--- config.mk ---
export PLATFORM = sky130hd
export DESIGN_NAME = div_unit_flat
export DESIGN_NICKNAME = d
export VERILOG_FILES = /design/src/rtl/div_unit_pkg.sv /design/src/rtl/div_unit_if.sv /design/src/rtl/div_unit.sv /design/src/flat_wrapper.sv
export SDC_FILE = /design/constraint.sdc
export NUM_CORES = 1
export LEC_CHECK = 0
export ABC_AREA = 1
export BUFFER_PORTS_ARGS = -buffer_cell sky130_fd_sc_hd__clkbuf_2
export CAP_MARGIN = 20
export CORE_MARGIN = 4
export CORE_UTILIZATION = 55
export DETAILED_ROUTE_END_ITERATION = 10
export GPL_TIMING_DRIVEN = 0
export PLACE_DENSITY = 0.76
export SKIP_CTS_REPAIR_TIMING = 1
export SLEW_MARGIN = 40
export SYNTH_ARGS = -nofsm -noshare
export SYNTH_HDL_FRONTEND = slang
export SYNTH_SLANG_ARGS = --single-unit
--- constraint.sdc ---
create_clock -name clk -period 4.7 [get_ports clk]
set_clock_uncertainty 0.15 [all_clocks]
set_input_delay 0.235 -clock clk [delete_from_list [all_inputs] [get_ports clk]]
set_output_delay 0.235 -clock clk [all_outputs]
set_load 0.01 [all_outputs]
--- src/rtl/div_unit_pkg.sv ---
// Shared types and helpers for the iterative 32-bit divider.
// State encodings, datapath widths and sign-conditioning functions.
package div_unit_pkg;

   localparam int DIV_W = 32;
   localparam int CNT_W = 6;
   localparam logic [CNT_W-1:0] DIV_LAST = 6'd31;

   typedef enum logic [1:0] {
      DIV_IDLE = 2'd0,
      DIV_RUN  = 2'd1,
      DIV_DONE = 2'd2
   } div_state_e;

   // |0x80000000| stays 0x80000000, which is correct read as an unsigned magnitude.
   function automatic logic [DIV_W-1:0] abs_if(input logic [DIV_W-1:0] v, input logic sgn);
      abs_if = (sgn && v[DIV_W-1]) ? -v : v;
   endfunction

   function automatic logic [DIV_W-1:0] neg_if(input logic [DIV_W-1:0] v, input logic neg);
      neg_if = neg ? -v : v;
   endfunction

endpackage

--- src/rtl/div_unit_if.sv ---
// Request/response bundle between EX-stage control and the divider.
// start is a request sampled only while the divider is idle; there is no back-pressure.
// ready is a one-cycle completion pulse with result valid alongside it; result then holds.
// annul drops whatever is in flight and returns the unit to idle without a ready pulse.
interface div_unit_if;
   import div_unit_pkg::*;

   logic [DIV_W-1:0]   a;
   logic [DIV_W-1:0]   b;
   logic               signed_div;
   logic               start;
   logic               annul;
   logic               busy;
   logic               ready;
   logic [2*DIV_W-1:0] result;
   div_state_e         state;

   modport master (
      output a, b, signed_div, start, annul,
      input  busy, ready, result, state
   );

   modport slave (
      input  a, b, signed_div, start, annul,
      output busy, ready, result, state
   );

endinterface

--- src/rtl/div_unit.sv ---
// Radix-2 restoring divider: 32 iterations, one per cycle, result = {remainder, quotient}.
// Signed division runs on magnitudes; signs are reapplied when the last iteration retires.
module div_unit
   import div_unit_pkg::*;
(
   input  logic      clk,
   input  logic      rst,
   div_unit_if.slave bus
);

   div_state_e         state_q, state_d;
   logic [CNT_W-1:0]   cnt_q, cnt_d;
   logic [DIV_W-1:0]   rem_q, rem_d;
   logic [DIV_W-1:0]   quo_q, quo_d;
   logic [DIV_W-1:0]   dvs_q, dvs_d;
   logic               quo_neg_q, quo_neg_d;
   logic               rem_neg_q, rem_neg_d;
   logic [2*DIV_W-1:0] result_q, result_d;

   logic [DIV_W:0]     rem_sh;
   logic [DIV_W-1:0]   quo_sh;
   logic [DIV_W:0]     trial;
   logic [DIV_W-1:0]   rem_nxt;
   logic [DIV_W-1:0]   quo_nxt;

   // The kept remainder is always below the divisor, so its bit 32 is zero and is not
   // stored; the 33-bit width only matters for the shifted value and the trial subtract.
   always_comb begin
      rem_sh  = {rem_q, quo_q[DIV_W-1]};
      quo_sh  = {quo_q[DIV_W-2:0], 1'b0};
      trial   = rem_sh - {1'b0, dvs_q};
      rem_nxt = trial[DIV_W] ? rem_sh[DIV_W-1:0] : trial[DIV_W-1:0];
      quo_nxt = {quo_sh[DIV_W-1:1], ~trial[DIV_W]};
   end

   always_comb begin
      state_d   = state_q;
      cnt_d     = cnt_q;
      rem_d     = rem_q;
      quo_d     = quo_q;
      dvs_d     = dvs_q;
      quo_neg_d = quo_neg_q;
      rem_neg_d = rem_neg_q;
      result_d  = result_q;

      unique case (state_q)
         DIV_IDLE: begin
            if (bus.start) begin
               if (bus.b == '0) begin
                  result_d = '0;
                  state_d  = DIV_DONE;
               end else begin
                  rem_d     = '0;
                  quo_d     = abs_if(bus.a, bus.signed_div);
                  dvs_d     = abs_if(bus.b, bus.signed_div);
                  quo_neg_d = bus.signed_div & (bus.a[DIV_W-1] ^ bus.b[DIV_W-1]);
                  rem_neg_d = bus.signed_div & bus.a[DIV_W-1];
                  cnt_d     = '0;
                  state_d   = DIV_RUN;
               end
            end
         end
         DIV_RUN: begin
            rem_d = rem_nxt;
            quo_d = quo_nxt;
            cnt_d = cnt_q + CNT_W'(1);
            if (cnt_q == DIV_LAST) begin
               result_d = {neg_if(rem_nxt, rem_neg_q), neg_if(quo_nxt, quo_neg_q)};
               cnt_d    = '0;
               state_d  = DIV_DONE;
            end
         end
         DIV_DONE: begin
            state_d = DIV_IDLE;
         end
         default: begin
            state_d = DIV_IDLE;
            cnt_d   = '0;
         end
      endcase

      // A flush from a later stage wins over any request or completion in flight.
      if (bus.annul) begin
         state_d  = DIV_IDLE;
         cnt_d    = '0;
         result_d = result_q;
      end
   end

   always_ff @(posedge clk) begin
      if (rst) begin
         state_q   <= DIV_IDLE;
         cnt_q     <= '0;
         rem_q     <= '0;
         quo_q     <= '0;
         dvs_q     <= '0;
         quo_neg_q <= 1'b0;
         rem_neg_q <= 1'b0;
         result_q  <= '0;
      end else begin
         state_q   <= state_d;
         cnt_q     <= cnt_d;
         rem_q     <= rem_d;
         quo_q     <= quo_d;
         dvs_q     <= dvs_d;
         quo_neg_q <= quo_neg_d;
         rem_neg_q <= rem_neg_d;
         result_q  <= result_d;
      end
   end

   assign bus.busy   = (state_q == DIV_RUN);
   assign bus.ready  = (state_q == DIV_DONE);
   assign bus.result = result_q;
   assign bus.state  = state_q;

endmodule

--- src/flat_wrapper.sv ---
// flat-port wrapper written by rule: the top's interface ports become plain ports
module div_unit_flat import div_unit_pkg::*;
  (clk, rst, bus_a, bus_b, bus_signed_div, bus_start, bus_annul, bus_busy, bus_ready, bus_result, bus_state);
  div_unit_if bus_i ();
  input  logic clk;
  input  logic rst;
  input wire logic [$bits(bus_i.a)-1:0] bus_a;
  input wire logic [$bits(bus_i.b)-1:0] bus_b;
  input wire logic [$bits(bus_i.signed_div)-1:0] bus_signed_div;
  input wire logic [$bits(bus_i.start)-1:0] bus_start;
  input wire logic [$bits(bus_i.annul)-1:0] bus_annul;
  output wire logic [$bits(bus_i.busy)-1:0] bus_busy;
  output wire logic [$bits(bus_i.ready)-1:0] bus_ready;
  output wire logic [$bits(bus_i.result)-1:0] bus_result;
  output wire logic [$bits(bus_i.state)-1:0] bus_state;
  assign bus_i.a = bus_a;
  assign bus_i.b = bus_b;
  assign bus_i.signed_div = bus_signed_div;
  assign bus_i.start = bus_start;
  assign bus_i.annul = bus_annul;
  assign bus_busy = bus_i.busy;
  assign bus_ready = bus_i.ready;
  assign bus_result = bus_i.result;
  assign bus_state = bus_i.state;
  div_unit u_core (.clk(clk), .rst(rst), .bus(bus_i));
endmodule
Yosys cells after proc, flatten, opt, wreduce, memory -nomap -nowiden
Cells that the tools add are included.
Storage, ports and cells
  flip-flop bits (word level): 170
  bits of input ports: 69
  word-level logic and storage cells: 62
  output and inout port bits: 68
Cells by class
  multiplexer cells: 23
  reduce and logical (&&, ||, !) cells: 11
  $add $sub $neg: 6
  bitwise operators: 7
  equal/unequal tests: 7
Operators by type and width (count)
  $mux W32: 9
  $mux W64: 3
  $neg A32 Y32: 4
  $pmux W32 S2: 2
  $pmux W64 S2: 1
  $sub A33 B32 Y33: 1
  $logic_not A32 Y1: 1
  $mux W6: 3
  $pmux W6 S3: 1
  $reduce_and A3 Y1: 3
  $add A6 B1 Y6 const B: 1
  $eq A6 B5 Y1 const B: 1
  $mux W2: 3
  $reduce_and A5 Y1: 1
  $ne A2 B1 Y1 const B: 2
  $ne A2 B2 Y1 const B: 2
  $not A1 Y1: 4
  $pmux W2 S2: 1
  $and A1 B1 Y1: 2
  $eq A2 B1 Y1 const B: 1
  $eq A2 B2 Y1 const B: 1
  $logic_and A1 B1 Y1: 2
  $logic_not A2 Y1: 1
  $reduce_and A2 Y1: 1
  3 further kinds: 3

Depth between registers and ports, before layout
  depth after elaboration: 6
  gate-level depth with buffers: 28
  mapped depth without buffers: 26

Worst setup path after synthesis
OpenSTA, ideal clock, no wires.
  path type: register to register
  start point: register u_core.quo_q[31]
  end point: register u_core.result_q[24] (netlist: u_core.bus.result[24])
  library setup time: 0.132 ns
  arrival time: 3.896 ns
  path slack: 0.521 ns
  clock period less this slack: 4.179 ns
  stages on the path, launching flop included: 28
  cell sequence: dfxtp_1 -> inv_1 -> ha_1 -> inv_1 -> fa_1 -> nand2_1 -> nand2_1 -> nand3_1 -> nand2_2 -> nand2_2 -> nand2_2 -> nand2_2 -> nand3_2 -> nand2_4 -> buf_6 -> buf_6 -> ha_1 -> nand3_1 -> nand3b_1 -> nor3_1 -> inv_1 -> nor3_1 -> nand4_1 -> nor3_1 -> a31oi_1 -> xor2_1 -> nand2_1 -> a21oi_1
On the way
  word-level cells in the longest chain between the ends: 6
Ends and longest elaborated chain
  start: declaration: line div_unit.sv:14  | logic [DIV_W-1:0] quo_q, quo_d;
  start signal: assignment: line div_unit.sv:104  | quo_q <= quo_d;
  $sub A33 B32 Y33: line div_unit.sv:31  | trial = rem_sh - {1'b0, dvs_q};
  $not A1 Y1: line div_unit.sv:33  | quo_nxt = {quo_sh[DIV_W-1:1], ~trial[DIV_W]};
  $neg A32 Y32: line div_unit_pkg.sv:21  | neg_if = neg ? -v : v;
  $mux W32: line div_unit_pkg.sv:21
  $mux W64: line div_unit.sv:67  | if (cnt_q == DIV_LAST) begin
  $pmux W64 S2: line div_unit.sv:46  | unique case (state_q)
  end signal: assignment: line div_unit.sv:108  | result_q <= result_d;
  end: declaration: line div_unit.sv:18  | logic [2*DIV_W-1:0] result_q, result_d;
Every way passes these cells. The select of a mux whose other input is x is not followed.
A chain may end at the register's enable or synchronous reset.

Final worst setup path
  start point: register u_core.dvs_q[6]
  end point: register u_core.result_q[30] (netlist: u_core.bus.result[30])
On the way
  word-level cells in the longest chain between the ends: 6
Ends and longest elaborated chain
  start: declaration: line div_unit.sv:15  | logic [DIV_W-1:0] dvs_q, dvs_d;
  start signal: assignment: line div_unit.sv:105  | dvs_q <= dvs_d;
  $sub A33 B32 Y33: line div_unit.sv:31
  $not A1 Y1: line div_unit.sv:33
  $neg A32 Y32: line div_unit_pkg.sv:21
  $mux W32: line div_unit_pkg.sv:21
  $mux W64: line div_unit.sv:67
  $pmux W64 S2: line div_unit.sv:46
Every way passes these cells. The select of a mux whose other input is x is not followed.

==> impl_metrics.ini <==
[outcome]
status = complete, but fails checks
failed_checks = hold timing

[cts]
cts_max_level = 4
clkTransAtPathRegs_ns = 0.09
clk_latency_ns = 0.45
clockRootBuffer = clkbuf_16
cts_tree = yes
cts_buffer_depth = 2
cts_buffers = 17
clock-sinks = 170

[sta]
hold_viol = 10
rsz0062_at_grt = false
period_needed_ns = 4.39
setup_viol = 0
hold_slack_ns = -0.0435
slew_headroom_pct = 44.2
fmax_mhz = 228
worst_pin_slew_ns = 0.837
min_period_over_period_pct = 93.5
drv_slew = 0

[pwr]
peakVddDrop_v = 0.000193
netSwitchingFraction_pct = 35.2
p_switching_w = 0.00135
combPwrFrac_pct = 22.0
p_int_w = 0.00249
pwr-share-seq_pct = 40.2
pwr-share-clk_pct = 37.8
leakagePower_nw = 7.15
power_density_nw_per_um2 = 264

[layout]
drive_gt1_share_pct = 11.7
fin_nets = 2406
final_cell_count_no_fill = 2597
final_area_sq_um = 14500
mostFrequentLayoutCells = nand2_1 (682), inv_1 (252), a21oi_1 (202)
n_antenna_cell = 0
final_common_cell = nand2_1
layout-area-overhead-vs-synth_pct = 14.9

[floorplan]
die-area_sq_um = 25500
core_sq_um = 22600
rows = 55
pin_count = 137
die_w_um = 160
initial_core_util_pct = 55.9
die_y_um = 160

[drt]
ant_nets = 0
routed-via-count = 14207
wire_per_inst_um = 16.2
drc = 0
wl_um = 42100
drt_pre_antenna_iters = 8
drt_iter0_drc = 1436
via_per_inst = 5.47

[logic_synthesis]
ys.flop_type = dfxtp_1
syn_inst = 2129
syn-cell-area_sq_um = 12700
synth_edf_count = 0
ys_types = 49
ys_ff_latch = 170
ys.warnings.count = 0
syn_avg_cell_area_sq_um = 5.94
yosysSeqAreaShare_pct = 26.9
synth_nets = 2236
async_flop_share_pct = 0

[placed_design]
place_inst = 2550
gp_congestion = 0.994
place_area_sq_um = 13700
dp_hpwl_um = 33800
portBuffers = 136

[worst_hold_path]
min_path_type = in2reg
hp-start = bus_b[17]

[critical_path]
crit_start = u_core.dvs_q[6]$_SDFFE_PP0P_
slowest_stage = dfxtp_1
end_kind = flip-flop
cpMostUsedCell = nand2_2
cp-start-kind = flip-flop
cp_slowest_stage_delay_ns = 0.43
crit_arrival_ns = 4.62
r2r-start = u_core.dvs_q[6]$_SDFFE_PP0P_
critical_path_class = reg2reg
critPathRequiredTime_ns = 4.92
worst-path-max-fanout = 11

[grt]
grt_pass1_wl_um = 66800
grt_usage_pct = 32.1
grt_overflow = 0
antenna_found_initial = 0
grt_max_degree = 21
grt_pass1_vias = 12977

[flow_run]
cap_violations = 0
-- logic make-up after synthesis --
| family | Yosys count | share of synthesized area [%] |
|---|---|---|
| simple gates | 1130 | 37.6 |
| compound gates | 361 | 15.2 |
| buf+inv | 345 | 10.6 |
| flops | 170 | 26.9 |
| xor+xnor | 85 | 5.88 |
| fa+ha+maj | 38 | 3.82 |
-- through the flow --
stage          util (%)  worst slack, ns  hold WS [ns]  total power [W]  setup TNS [ns]
2_1_floorplan         -            0.521         0.239          0.00212               0
3_3_place_gp       60.5           -0.301         0.302          0.00237           -1.29
3_5_place_dp       60.5           -0.389         0.306          0.00238           -1.68
4_1_cts            63.2           -0.437       -0.0646          0.00381           -1.93
5_1_grt            64.2           0.0151       0.00174          0.00402               0
6_report           64.2            0.305       -0.0435          0.00384               0
-- final timing paths --
check / to / slack [ns] / cells after the start
worst max-delay path: u_core.bus.result[30]$_SDFFE_PP0P_ / 0.31 / 25
worst min-delay path: u_core.dvs_q[17]$_SDFFE_PP0P_ / -0.04 / 3
worst max register to register: u_core.bus.result[30]$_SDFFE_PP0P_ / 0.31 / 25
worst min register to register: u_core.bus.result[47]$_SDFFE_PP0P_ / 0.32 / 2
-- routing by layer --
metal / track usage (%) / share of wire [%] / up-vias
met3: 5.65 / 8.2 / 95
met4: 12.2 / 3.6 / 0
met1: 42.0 / 43 / 6385
li1: - / - / 7160
met5: 0 / 0 / -
met2: 53.2 / 46 / 567
-- critical path: cells and delay by family, from the launching register on --
family | cells | cell delay [ns]
AND/OR/NAND/NOR | 17 | 2.40
adder cells (fa/ha/maj) | 2 | 0.52
XOR/XNOR | 1 | 0.24
flip-flops | 1 | 0.43
AO/OA/AOI/OAI | 2 | 0.25
buffers and inverters | 3 | 0.32
-- power groups by stage --
stage               Sequential [W]  Combinational, W  Clock (W)
detailed placement         0.00157          0.000804          0
finish                     0.00154          0.000846    0.00145
floorplan                  0.00156          0.000564          0
CTS                        0.00154          0.000811    0.00146
global placement           0.00157          0.000795          0
global route               0.00155          0.000945    0.00153
-- Yosys cell counts (2+ instances only) --
master / number / area (sq um)
nand2_1: 682 / 2560
inv_1: 254 / 953
a21oi_1: 204 / 1020
nor2_1: 195 / 732
dfxtp_1: 170 / 3400
nand3_1: 128 / 641
o21ai_0: 103 / 515
xor2_1: 60 / 526
clkbuf_1: 59 / 221
ha_1: 37 / 463
nor3_1: 30 / 150
nand2_2: 26 / 163
xnor2_1: 25 / 219
nand4_1: 18 / 113
nand3b_1: 15 / 113
a31oi_1: 11 / 68.8
inv_2: 9 / 33.8
o22ai_1: 9 / 56.3
nor2_2: 8 / 50.1
nor4_1: 7 / 43.8
o211ai_1: 7 / 52.6
clkinv_1: 6 / 22.5
o21bai_1: 6 / 45.0
buf_1: 5 / 18.8
buf_2: 5 / 25.0
buf_6: 5 / 56.3
o21ai_1: 5 / 25.0
a221oi_1: 4 / 35.0
nand2_4: 4 / 45.0
or2_2: 4 / 25.0
a211oi_1: 3 / 22.5
and2_1: 3 / 18.8
nand3_2: 3 / 30.0
a21o_1: 2 / 15.0
buf_4: 2 / 15.0
o21ai_2: 2 / 17.5
-- sequential cells by signal, indices dropped and copies added (netlist names) --
name,cells
u_core.rem_q,32
u_core.quo_q,32
u_core.dvs_q,32
u_core.cnt_q,6
u_core.rem_neg_q,1
u_core.quo_neg_q,1
u_core.bus.result,64
u_core.bus.state,2
-- layout make-up --
type                            count  area (sq um)
Buffer                             75           334
Fill cell                        2234          8110
Sequential cell                   170          3410
Tap cell                          285           357
Timing Repair Buffer              152           816
Clock buffer                       17           425
Clock inverter                     15           198
Multi-Input combinational cell   1614          7990
Inverter                          269          1010
No activity file was read; power rests on OpenSTA's default activity.
